## src/rtl/narrower_18_to_14.sv

```systemverilog
// Narrows signed IN_W words to OUT_W with overflow flag/count, buffered by a DEPTH-entry output FIFO.
// Optional macro NARROW_SATURATE_EN: overflowing words saturate instead of wrapping.
module narrower_18_to_14 #(
    parameter int IN_W  = 18,
    parameter int OUT_W = 14,
    parameter int DEPTH = 2,
    parameter int CNT_W = 8
) (
    input  logic             clk,
    input  logic             rst,
    input  logic             in_valid,
    output logic             in_ready,
    input  logic [IN_W-1:0]  in_data,
    output logic             out_valid,
    input  logic             out_ready,
    output logic [OUT_W-1:0] out_data,
    output logic             out_ovf,
    output logic             ovf_sticky,
    output logic [CNT_W-1:0] ovf_count,
    input  logic             ovf_clr
);
    localparam int AW    = $clog2(DEPTH);
    localparam int OCC_W = AW + 1;

    logic [OUT_W:0]       mem [DEPTH];
    logic [AW-1:0]        wr_ptr;
    logic [AW-1:0]        rd_ptr;
    logic [OCC_W-1:0]     occ;
    logic [OUT_W:0]       last;
    logic [OUT_W:0]       head;
    logic [IN_W-OUT_W:0]  hi_bits;
    logic                 in_ovf;
    logic [OUT_W-1:0]     narrowed;
    logic                 push;
    logic                 pop;
    logic                 ovf_event;

    assign out_valid = (occ != '0);
    assign in_ready  = (occ < OCC_W'(DEPTH)) & ~rst;
    assign push      = in_valid & in_ready;
    assign pop       = out_valid & out_ready;

    // Word fits iff every bit from the output sign position upward is identical.
    assign hi_bits   = in_data[IN_W-1:OUT_W-1];
    assign in_ovf    = ~((&hi_bits) | ~(|hi_bits));
    assign ovf_event = push & in_ovf;

    always_comb begin
        narrowed = in_data[OUT_W-1:0];
`ifdef NARROW_SATURATE_EN
        if (in_ovf) begin
            narrowed = in_data[IN_W-1] ? {1'b1, {(OUT_W-1){1'b0}}}
                                       : {1'b0, {(OUT_W-1){1'b1}}};
        end
`else
        narrowed = in_data[OUT_W-1:0];
`endif
    end

    // Empty FIFO presents the most recently popped word rather than a stale slot.
    assign head = mem[rd_ptr];
    assign {out_ovf, out_data} = out_valid ? head : last;

    always_ff @(posedge clk) begin
        if (push) begin
            mem[wr_ptr] <= {in_ovf, narrowed};
        end
    end

    always_ff @(posedge clk or posedge rst) begin
        if (rst) begin
            wr_ptr <= '0;
            rd_ptr <= '0;
            occ    <= '0;
            last   <= '0;
        end else begin
            if (push) begin
                wr_ptr <= wr_ptr + 1'b1;
            end
            if (pop) begin
                rd_ptr <= rd_ptr + 1'b1;
                last   <= head;
            end
            case ({push, pop})
                2'b10:   occ <= occ + 1'b1;
                2'b01:   occ <= occ - 1'b1;
                default: occ <= occ;
            endcase
        end
    end

    // A clear coinciding with an overflow accept restarts the count at one.
    always_ff @(posedge clk or posedge rst) begin
        if (rst) begin
            ovf_count  <= '0;
            ovf_sticky <= 1'b0;
        end else if (ovf_clr) begin
            ovf_count  <= CNT_W'(ovf_event);
            ovf_sticky <= ovf_event;
        end else if (ovf_event) begin
            ovf_sticky <= 1'b1;
            if (ovf_count != {CNT_W{1'b1}}) begin
                ovf_count <= ovf_count + 1'b1;
            end
        end
    end
endmodule

```

## config.mk

```make
export PLATFORM = sky130hd
export DESIGN_NAME = narrower_18_to_14
export DESIGN_NICKNAME = d
export VERILOG_FILES = /design/src/rtl/narrower_18_to_14.sv
export SDC_FILE = /design/constraint.sdc
export NUM_CORES = 1
export LEC_CHECK = 0
export BUFFER_PORTS_ARGS = -buffer_cell sky130_fd_sc_hd__buf_2
export CAP_MARGIN = 20
export CORE_UTILIZATION = 28
export CTS_BUF_LIST = sky130_fd_sc_hd__clkbuf_8
export DETAILED_ROUTE_END_ITERATION = 8
export GPL_ROUTABILITY_DRIVEN = 0
export HOLD_SLACK_MARGIN = 0.15
export PLACE_DENSITY = 0.44
export SYNTH_ARGS = -nofsm -noshare
export SYNTH_HDL_FRONTEND = slang
export SYNTH_SLANG_ARGS = --single-unit
```

## constraint.sdc

```tcl
create_clock -name clk -period 2.7 [get_ports clk]
set_input_delay 0.675 -clock clk [delete_from_list [all_inputs] [get_ports clk]]
set_output_delay 0.675 -clock clk [all_outputs]
set_load 0.02 [all_outputs]
```

### Word level (Yosys, flattened, before mapping)

Memory sizes are Yosys's and may differ from the RTL's.
Cells that the tools add are included.

| cells by class | value |
|---|---|
| reduce and logical (&&, ||, !) cells | 7 |
| equal/unequal tests | 3 |
| $add $sub $neg | 5 |
| mux-type cells | 9 |
| magnitude comparators | 1 |
| bitwise operators | 8 |

Operators by type and width:

| kind | number |
|---|---|
| 8-bit 2-to-1 mux | 3 |
| 15-bit 2-to-1 mux | 1 |
| 8-bit by 1-bit adder with 8-bit output (second input constant) | 1 |
| 8-bit inequality test (second input constant) | 1 |
| 2-bit nonzero test | 4 |
| 5-bit AND reduction | 1 |
| 5-bit OR reduction | 1 |
| 1-bit AND | 4 |
| 1-bit 2-to-1 mux | 4 |
| 2-bit case mux with 2 select lines | 1 |
| 1-bit NOT | 3 |
| 1-bit adder (second input constant) | 2 |
| 2-bit by 1-bit adder with 2-bit output (second input constant) | 1 |
| 2-bit by 1-bit == test with 1-bit output (second input constant) | 1 |
| 2-bit == test (second input constant) | 1 |
| 2-bit less-than comparator (second input constant) | 1 |
| 2-bit AND reduction | 1 |
| 2-bit by 1-bit subtractor with 2-bit output (second input constant) | 1 |
| 1-bit OR | 1 |

| word-level totals | value |
|---|---|
| memories | 1 |
| logic and storage cells | 40 |
| output and inout bits | 26 |
| input bits | 23 |
| RAM bits | 30 |
| flip-flop bits (word level) | 28 |

Memories:

| name | words | bits a word | read ports | clocked after memory_dff | write ports | line | RTL |
|---|---|---|---|---|---|---|---|
| mem | 2 | 15 | 1 | 0 | 1 | 25 | `logic [OUT_W:0] mem [DEPTH];` |

### Longest topological paths before layout

| logic depth | value |
|---|---|
| depth in word-level cells | 7 |
| mapped depth | 9 |
| depth with buffers taken out | 7 |

### Worst setup path before layout

OpenSTA, ideal clock, no wires.

| timing path | value |
|---|---|
| path kind | register -> output |
| start | reg occ[1] |
| end | out out_data[10] |
| data arrival time | 1.495 ns |
| buffers on the path | 2 |
| stages on the path, launching flop included | 5 |
| data required time | 2.025 ns |
| setup slack | 0.530 ns |
| cells stage by stage | dfrtp_1 > or2_2 > clkbuf_1 > buf_1 > a21oi_1 |

| between the ends | value |
|---|---|
| longest elaborated chain between the ends | 2 |

RTL lines:

| what | line | RTL |
|---|---|---|
| start, declared | 28 | `logic [OCC_W-1:0] occ;` |
| start signal, assigned | 85 | `2'b10: occ <= occ + 1'b1;` |
| start signal, assigned | 86 | `2'b01: occ <= occ - 1'b1;` |
| 2-bit nonzero test | 38 | `assign out_valid = (occ != '0);` |
| via out_valid | 14 | `output logic out_valid,` |
| 15-bit 2-to-1 mux | 62 | `assign {out_ovf, out_data} = out_valid ? head : last;` |
| end, declared | 16 | `output logic [OUT_W-1:0] out_data,` |

The timed path passes the listed nets, and every way through them passes these cells.

### Worst setup path after layout

| timing path | value |
|---|---|
| start | reg rd_ptr |
| end | out out_data[12] |

| between the ends | value |
|---|---|
| longest elaborated chain between the ends | 2 |

RTL lines:

| what | line | RTL |
|---|---|---|
| start, declared | 27 | `logic [AW-1:0] rd_ptr;` |
| start signal, assigned | 81 | `rd_ptr <= rd_ptr + 1'b1;` |
| memory read 2 x 15 bit | n/a |  |
| 15-bit 2-to-1 mux | 62 |  |

Every way passes these cells.

==> metrics.txt <==
first-pass GRT wire length approximately 8200 um; Mapped Cells 206; Critical Path Stages 4; Hold/Removal Path Class in2async; largest family of logic cells by synthesized area simple AND/OR/NAND/NOR gates; Met3 Wirelength approximately 170 um; Area contributors post-synth edfxtp_1 35%, dfrtp_1 28%, mux2i_1 6.3%, a21oi_1 3.9%, o21ai_0 3.1%; nets between 200 and 300; CP max stage delay about 0.65 ns; final setup margin about 0.24 ns; Netlist Area Pre-Place about 2500 um2; Post-Synth XOR/XNOR Area 1.72%; Wirelength per Cell roughly 14 um; CTS H-tree lvls 3; core region area between 8000 and 9000 um2; standard-cell row count 34; Yosys warning count 0; count of cell types in the netlist 35; CTS sink cnt 58; die area between 9000 and 10000 um2; period utilization between 90% and 100%; clock tree buffer depth 2; Least-Margin Pin Slew roughly 0.58 ns; Die H 97.3 um; Max Fanout on Critical Path 9; final wirelength approximately 5100 um; Cells after DPL roughly 360; maximum clock frequency roughly 400 MHz; worst slack at placement around 0.47 ns; RSZ-0062 raised after global routing false; Root Buffer clkbuf_8; remaining global-route overflow 0; number of global-route vias before repair roughly 1600; Final Cell Area between 3000 and 4000 um2; top-count cell post-synth edfxtp_1; setup TNS 0 ns; CTS Buf Count 9; worst setup path startpoint rd_ptr; placed inst area 2900 um2; worst clock skew a little under 0.007 ns; Compound-Gate Fraction of Synth Area between 10% and 20%; Async SR Flop Fraction between 40% and 50%; Crit-path slowest cell dfrtp_1; startpoint class of the critical path flop; crit path kind reg2out; mean area per synthesized cell ~12 um2; synthesized flop and latch total slightly below 60; Vias/cell approximately 4.4; min Tclk post-route around 2.5 ns; simple logic cell fraction of the synthesized area 12.0%; Synth top area share a little over a third; R2R depth 5; ratio of cells with drive above 1 in the final layout a little under a third; largest net degree at the start of global routing 33; max-slew violations 0; CTS tree yes; via count 1653; initial antenna violation count 0; Synthesized Nets around 230; Setup Viol. Count Final 0; critical path cell sequence buf_4 -> mux2i_1 -> a21oi_1 -> buf_2; Final ANT Viol Nets 0; Static Leakage about 1.3 nW; Final Hold Viols 0; ys flop type edfxtp_1; R2R setup slack ~0.8 ns; clk_lat worst skew around 0.33 ns; Initial Util just under 30%; cts hold-fix bufs 0; run status finished clean; postcts setup bufs 0; uppermost layer routed met4; CP Capture Type output pin; met2 routed WL between 2000 and 2500 um; number of synthesized flops with an enable pin 30; CP Data Arrival Time around 1.8 ns; Worst R2R End ovf_count[6]; Post-Layout Cell Count 373; CP endpoint out_data[12]; IO Count 49; DRT met1 WL 2540 um; # diodes 0; post-cts resize count 0; Adder-Cell Fraction of Synth Area less than 1%; max_slew headroom 61.2%; DRT Pass-1 Iters 5; mux cell area share after synthesis roughly 7.8%; GRT Total Usage between 10 and 15%; Critical R2R Launch ovf_count[0]; I/O Buffers 48; Pwr Density 1040 nW/um2; Seq/Total Area, Yosys between 60% and 70%; Post-route DRC 0; family with the most delay on the worst path flip-flops; worst vdd ir 0.000476 V; P&R area growth vs syn 22.3%; overall die width between 90 and 100 um; Reg clk slew, reported paths 0.07 ns; hpwl dp about 3300 um; leading area contributor after synthesis edfxtp_1; initial DRC count 89; Commonest cells post-synth 30 x edfxtp_1, 28 x dfrtp_1, 21 x nor2_1; Final Power 0.00323 W; CP Buf/Inv Count 2; WP data required roughly 2 ns; Max-Cap Viols 0
sequential cells by signal, summed over array words and instances, names as in the netlist:
signal,flops
last,15
mem,30
occ,2
ovf_count,8
ovf_sticky,1
rd_ptr,1
wr_ptr,1
where the power goes:
part           internal [W]  switching (W)  total [W]
Sequential          0.00113       0.000134    0.00127
Clock              0.000510       0.000348   0.000858
Combinational      0.000407       0.000699    0.00111
cell type report:
type                    count  area, um2
multi-input cells         129        852
flip-flops and latches     58       1600
fillers                   898       5650
repair buffers             54        285
well taps                 108        135
clock buffers               9        124
clock inverters             7       85.1
inverters                   8       30.0
kinds of logic after synthesis:
logic type / after synthesis
flops: 58
buf+inv: 19
xor+xnor: 5
mux: 18
simple gates: 59
fa+ha+maj: 2
compound gates: 45
worst register-to-register path, cell delays in order, from the launching register on:
cell     delay, ns
dfrtp_1       0.46
ha_1          0.26
nand4_2       0.21
or2_2         0.34
or4_1         0.40
a21oi_1       0.16
how the worst min path moves through the flow:
stage / slack (ns) / cells past startpoint / to / start
final: 0.44 / 3 / ovf_sticky / rst
after global routing: 0.47 / 3 / last[0] / rst
after CTS: 0.46 / 3 / occ[1] / rst
after detailed placement: 0.47 / 2 / last[14] / last[14]
after global placement: 0.46 / 2 / last[11] / last[11]
after floorplan: 0.45 / 2 / last[0] / last[0]
through the flow:
| step | utilization (%) | hold slack, ns |
|---|---|---|
| after detailed placement | 33.1 | 0.471 |
| final | 35.5 | 0.445 |
| after floorplan | - | 0.451 |
| after CTS | 35.5 | 0.456 |
| after global routing | 35.5 | 0.473 |
| after global placement | 33.1 | 0.462 |
routing by layer:
metal	vias to the layer above	global-route usage [%]
li1	848	-
met1	765	15.7
met2	31	16.6
met3	9	2.88
met4	0	7.13
met5	-	0
cell usage in the layout, fill, tap and decap left out, types with 2 or more instances in the layout:
master	instances
buf_4	6
xor2_1	2
clkinv_2	2
nand2_1	18
or2_2	3
o21ai_0	16
dfrtp_1	28
nand2b_1	2
clkbuf_8	9
edfxtp_1	30
nand3_1	3
buf_2	48
o31ai_1	5
mux2i_1	16
bufinv_16	2
a21oi_1	20
nor2_1	21
xnor2_1	3
inv_1	9
or4_1	4
ha_1	2
No activity file was read; power rests on OpenSTA's default activity.
